--- src/rtl/canvas_pkg.sv ---
// Shared canvas geometry, marked-pixel colours and clear-sequencer state type.
package canvas_pkg;

  localparam int unsigned CANVAS_W      = 320;
  localparam int unsigned CANVAS_H      = 240;
  localparam int unsigned CANVAS_DEPTH  = CANVAS_W * CANVAS_H;
  localparam int unsigned CANVAS_ADDR_W = 17;

  // Address compare emits for pixels outside the visible frame
  localparam logic [CANVAS_ADDR_W-1:0] OFF_FRAME_ADDR = 17'h12C01;

  // Marked-pixel colours; bits [7:6]=11 flag a marked pixel
  localparam logic [7:0] YELLOW = 8'hC0;
  localparam logic [7:0] PINK   = 8'hC1;
  localparam logic [7:0] GREEN  = 8'hC2;
  localparam logic [7:0] RED    = 8'hC3;

  typedef enum logic [1:0] {
    IDLE,
    ARMED,
    CLEARING,
    DONE
  } clear_state_t;

endpackage

--- src/rtl/canvas_clear_sweep.sv ---
// Address generator for a full-canvas clear: walks 0..DEPTH-1 once per start pulse.
module canvas_clear_sweep #(
  parameter int unsigned       ADDR_W      = 17,
  parameter int unsigned       PIX_W       = 8,
  parameter int unsigned       DEPTH       = 76800,
  parameter logic [PIX_W-1:0]  CLEAR_VALUE = '0
) (
  input  logic              clk_in,
  input  logic              rst_in,
  input  logic              start_in,
  output logic              busy_out,
  output logic              done_out,
  output logic              we_out,
  output logic [ADDR_W-1:0] addr_out,
  output logic [PIX_W-1:0]  data_out
);

  localparam logic [ADDR_W-1:0] LAST = ADDR_W'(DEPTH - 1);

  logic              busy;
  logic [ADDR_W-1:0] cnt;

  // Counter stops and returns to zero after the last address, so it never wraps past DEPTH-1
  always_ff @(posedge clk_in) begin
    if (rst_in) begin
      busy <= 1'b0;
      cnt  <= '0;
    end else if (start_in) begin
      busy <= 1'b1;
      cnt  <= '0;
    end else if (busy) begin
      if (cnt == LAST) begin
        busy <= 1'b0;
        cnt  <= '0;
      end else begin
        cnt <= cnt + 1'b1;
      end
    end
  end

  // Current sweep write request
  always_comb begin
    busy_out = busy;
    we_out   = busy;
    done_out = busy && (cnt == LAST);
    addr_out = cnt;
    data_out = CLEAR_VALUE;
  end

endmodule

--- src/rtl/canvas_write_arbiter.sv ---
// Port-B owner of the canvas BRAM: forwards compare write-back, or sweeps a clear.
module canvas_write_arbiter
  import canvas_pkg::*;
#(
  parameter int unsigned      H_PIXELS    = CANVAS_W,
  parameter int unsigned      V_PIXELS    = CANVAS_H,
  parameter int unsigned      ADDR_W      = CANVAS_ADDR_W,
  parameter int unsigned      PIX_W       = 8,
  parameter logic [PIX_W-1:0] CLEAR_VALUE = '0
) (
  input  logic              clk_in,
  input  logic              rst_in,
  input  logic              clear_req_in,
  input  logic              frame_start_in,
  input  logic              cmp_wr_valid_in,
  input  logic [ADDR_W-1:0] cmp_wr_addr_in,
  input  logic [PIX_W-1:0]  cmp_wr_data_in,
  output logic              bram_we_out,
  output logic [ADDR_W-1:0] bram_addr_out,
  output logic [PIX_W-1:0]  bram_din_out,
  output logic              cmp_enable_out,
  output logic              clear_busy_out,
  output logic              clear_done_out,
  output logic [15:0]       dropped_cnt_out
);

  localparam int unsigned       DEPTH   = H_PIXELS * V_PIXELS;
  localparam logic [ADDR_W-1:0] DEPTH_A = ADDR_W'(DEPTH);

  clear_state_t      state, state_n;
  logic              sw_start, sw_busy, sw_done, sw_we;
  logic [ADDR_W-1:0] sw_addr, addr_n;
  logic [PIX_W-1:0]  sw_data, din_n;
  logic              we_n, busy_n, cmp_en_n, done_n, drop_hit;

  canvas_clear_sweep #(
    .ADDR_W      (ADDR_W),
    .PIX_W       (PIX_W),
    .DEPTH       (DEPTH),
    .CLEAR_VALUE (CLEAR_VALUE)
  ) u_sweep (
    .clk_in   (clk_in),
    .rst_in   (rst_in),
    .start_in (sw_start),
    .busy_out (sw_busy),
    .done_out (sw_done),
    .we_out   (sw_we),
    .addr_out (sw_addr),
    .data_out (sw_data)
  );

  // Next state, next port-B drive and status; every output is the registered view of the current state
  always_comb begin
    state_n  = state;
    sw_start = 1'b0;
    we_n     = 1'b0;
    addr_n   = bram_addr_out;
    din_n    = bram_din_out;
    drop_hit = 1'b0;
    unique case (state)
      IDLE, ARMED: begin
        if (cmp_wr_valid_in) begin
          if (cmp_wr_addr_in < DEPTH_A) begin
            we_n   = 1'b1;
            addr_n = cmp_wr_addr_in;
            din_n  = cmp_wr_data_in;
          end else begin
            drop_hit = 1'b1;
          end
        end
        if (state == IDLE) begin
          if (clear_req_in) state_n = ARMED;
        end else if (frame_start_in) begin
          state_n  = CLEARING;
          sw_start = 1'b1;
        end
      end
      CLEARING: begin
        we_n     = sw_we;
        addr_n   = sw_addr;
        din_n    = sw_data;
        drop_hit = cmp_wr_valid_in;
        if (sw_done || !sw_busy) state_n = DONE;
      end
      DONE: begin
        drop_hit = cmp_wr_valid_in;
        state_n  = IDLE;
      end
      default: state_n = IDLE;
    endcase
    busy_n   = (state == ARMED) || (state == CLEARING) || ((state == IDLE) && clear_req_in);
    cmp_en_n = (state != CLEARING) && (state != DONE);
    done_n   = (state == DONE);
  end

  // State and registered outputs
  always_ff @(posedge clk_in) begin
    if (rst_in) begin
      state          <= IDLE;
      bram_we_out    <= 1'b0;
      bram_addr_out  <= '0;
      bram_din_out   <= '0;
      cmp_enable_out <= 1'b1;
      clear_busy_out <= 1'b0;
      clear_done_out <= 1'b0;
    end else begin
      state          <= state_n;
      bram_we_out    <= we_n;
      bram_addr_out  <= addr_n;
      bram_din_out   <= din_n;
      cmp_enable_out <= cmp_en_n;
      clear_busy_out <= busy_n;
      clear_done_out <= done_n;
    end
  end

  // Saturating count of discarded compare writes
  always_ff @(posedge clk_in) begin
    if (rst_in) begin
      dropped_cnt_out <= '0;
    end else if (drop_hit && (dropped_cnt_out != '1)) begin
      dropped_cnt_out <= dropped_cnt_out + 16'd1;
    end
  end

endmodule
--- config.mk ---
export PLATFORM = sky130hd
export DESIGN_NAME = canvas_write_arbiter
export DESIGN_NICKNAME = d
export VERILOG_FILES = /design/src/rtl/canvas_pkg.sv /design/src/rtl/canvas_clear_sweep.sv /design/src/rtl/canvas_write_arbiter.sv
export SDC_FILE = /design/constraint.sdc
export NUM_CORES = 1
export LEC_CHECK = 0
export BUFFER_PORTS_ARGS = -buffer_cell sky130_fd_sc_hd__clkbuf_2
export CAP_MARGIN = 20
export CORE_ASPECT_RATIO = 1.4
export CORE_MARGIN = 2
export CORE_UTILIZATION = 50
export DETAILED_ROUTE_END_ITERATION = 10
export PLACE_DENSITY_LB_ADDON = 0.08
export SLEW_MARGIN = 20
export SYNTH_ARGS = -nofsm -noshare
export SYNTH_HDL_FRONTEND = slang
export SYNTH_SLANG_ARGS = --single-unit
--- constraint.sdc ---
create_clock -name clk_in -period 2.9 [get_ports clk_in]
set_input_delay 0.145 -clock clk_in [delete_from_list [all_inputs] [get_ports clk_in]]
set_output_delay 0.145 -clock clk_in [all_outputs]
set_load 0.01 [all_outputs]
==> run metrics <==
number of cell rows=32; Num CTS Buffers=9; syn_area_per_cell=8.91 µm²; layout cells sized above 1=24.2%; vias in the first global route=2312; CTS Buffer Depth=2; Die W=68.6 µm; Core Util, Final=63.2%; antenna cells=0; via count=2638; worst min-delay path category=in -> reg; post-CTS setup buffers=0; relative slew slack=44.2%; critical path required time=3.17 ns; min Tclk post-route=2.17 ns; worst clock skew=0.00640 ns; Pwr per Cell Area=692 nW/µm²; Final setup viols=0; wire per inst=14.4 µm; Cell Chain, Critical Path=ha_1 -> inv_1 -> or3_1 -> o211ai_2 -> o21ai_0 -> a21oi_1; CORE AREA=5570 µm²; H-tree depth=3; synth unique cells=45; CTS tree=yes; Netlist Area Pre-Place=2920 µm²; sw frac=32.0%; Crit. End Element=flip-flop; Via density=5.58; Crit path max-delay family=compound AO/OA/AOI/OAI gates; synthesized flop and latch total=65; CTS Sinks=65; CP Depth=6; maximum vdd drop=0.000436 V; Layout area overhead=20.3%; peak per-stage delay on the critical path=0.51 ns; DRC=0; die area=6480 µm²; Clock Latency Late Sink=0.34 ns; post-DP HPWL=5000 µm; Initial DRT Pass Iterations=4; area occupied by multi-input gates=1520 µm²; GRT Util Overall=22.2%; initial antenna violation count=0; Leakage=1.37 nW; Flop pwr share=44.3%; drt total wl=6790 µm; Overflow after GRT=0; post-route ant nets=0; # nets final=437; cells on worst reg2reg path=6; Worst-path clk slew=0.07 ns; Post-Syn Instances=328; hold path depth=2; Max Cap Viol=0; first-pass GRT wire length=10700 µm; CP Max Fanout=16; internal power=1.65 mW; clk root buf=clkbuf_8; Final Non-Filler Cells=473; Yosys warnings=0; total power=2.43 mW; worst path arrival time=2.44 ns; Slowest-stage cell, CP=o211ai_2; max-slew violation count=0; Worst-Margin Slew=0.830 ns; RSZ-0062 raised after global routing=false; initial drt markers=171; Fin. Hold Viols=0; cts repair resizes=0; fill count=490; Comb power frac=26.6%; syn nets=364; CP bufs+invs=1; Final period util=74.8%; Placed Instances=458; pin count of the biggest net entering global routing=35; Reg area=1300 µm²; DIE HEIGHT=94.5 µm; fmax=461 MHz; IO buf count=74; Placer Congestion=0.867; Setup TNS=0 ns; sw power=0.779 mW; I/O pin count=75; Startpoint Class=flip-flop; Clk pwr share=29.0%; critical setup path kind=reg -> reg; post-synthesis sequential area ratio=44.5%; Initial Util=52.5%; CTS Hold Bufs=0; outcome=finished clean
## state kept, by name, summed over array words and instances, names as in the netlist
register          count
bram_din_out          8
dropped_cnt_out      16
cmp_enable_out        1
u_sweep.addr_out     17
bram_we_out           1
clear_done_out        1
bram_addr_out        17
state                 2
u_sweep.busy_out      1
clear_busy_out        1
## worst paths after layout
path / startpoint / end / slack, ns
max: dropped_cnt_out[0]$_SDFFE_PP0P_ / dropped_cnt_out[6]$_SDFFE_PP0P_ / 0.73
min reg2reg: bram_din_out[1]$_SDFFE_PP0P_ / bram_din_out[1]$_SDFFE_PP0P_ / 0.48
min: cmp_wr_data_in[6] / bram_din_out[6]$_SDFFE_PP0P_ / 0.009
max reg2reg: dropped_cnt_out[0]$_SDFFE_PP0P_ / dropped_cnt_out[6]$_SDFFE_PP0P_ / 0.73
## cells by family (layout without fill, tap and decap cells)
group | after synthesis | count (layout) | synth area share [%]
muxes | 20 | 20 | 6.89
xor gates and xnor gates | 13 | 13 | 3.90
adders and majority gates | 6 | 6 | 2.57
DFF | 65 | 65 | 44.5
buffers and inverters | 24 | 101 | 3.51
AOI/OAI and AO/OA | 72 | 72 | 16.0
and+or+nand+nor | 128 | 128 | 22.6
## routing by layer
| layer | GRT usage [%] | share of wire [%] | up-vias |
|---|---|---|---|
| met1 | 26.5 | 42 | 1238 |
| met2 | 37.6 | 52 | 51 |
| met4 | 9.00 | 1.4 | 0 |
| li1 | - | - | 1338 |
| met3 | 4.65 | 3.7 | 11 |
| met5 | 0 | 0 | - |
## stage by stage
step,hold WS (ns),area [µm²],setup WS (ns)
3_5_place_dp,0.360,3340,0.762
5_1_grt,0.0110,3520,0.558
4_1_cts,0.00296,3520,0.717
2_1_floorplan,0.271,2920,0.984
6_report,0.00860,3520,0.731
3_3_place_gp,0.357,3340,0.819
## synthesized netlist by cell type (all sizes together)
cell type,count,area [µm²]
ha,6,75.1
or2,2,12.5
dfxtp,65,1300
or3b,1,8.76
nor4,2,18.8
and2,2,12.5
nor3,7,35.0
xnor2,5,43.8
nand3,8,40.0
clkbuf,11,41.3
nand2,19,71.3
or3,11,68.8
o21a,1,7.51
nand4,11,75.1
a22o,8,70.1
o31ai,2,15.0
buf,5,31.3
mux2i,19,190
nand2b,3,18.8
a31oi,2,12.5
a221oi,1,8.76
o21ai,14,70.1
inv,8,30.0
and3,2,12.5
o41ai,1,8.76
nand4b,2,17.5
or4,4,33.8
mux2,1,11.3
and4,1,8.76
nand3b,2,15.0
nor3b,1,7.51
nor2,48,180
o211ai,4,35.0
a211oi,18,135
a21oi,21,105
xor2,8,70.1
or4b,2,23.8
## layout by cell type (no fill, tap or decap), drive strengths merged, types with 4 or more instances in the layout
cell type and instances:
clkbuf 87, dfxtp 65, nor2 48, a21oi 21, nand2 19, mux2i 19, a211oi 18, o21ai 14
or3 11, nand4 11, inv 8, a22o 8, nand3 8, xor2 8, nor3 7, ha 6
xnor2 5, buf 4, o211ai 4, or4 4
## power by group through the flow
stage / registers [mW] / logic (mW) / clock network (mW)
2_1_floorplan: 1.14 / 0.398 / 0
3_3_place_gp: 1.10 / 0.644 / 0
3_5_place_dp: 1.10 / 0.654 / 0
4_1_cts: 1.08 / 0.656 / 0.716
5_1_grt: 1.09 / 0.731 / 0.751
6_report: 1.08 / 0.648 / 0.706
## cell type report
type | instances | share of cell area [%]
Sequential cell | 65 | 37.0
Clock inverter | 2 | 0.356
Clock buffer | 13 | 4.80
Timing Repair Buffer | 78 | 11.4
Inverter | 8 | 0.854
Multi-Input combinational cell | 239 | 43.2
Tap cell | 68 | 2.42
No activity file was read; power rests on OpenSTA's default activity.
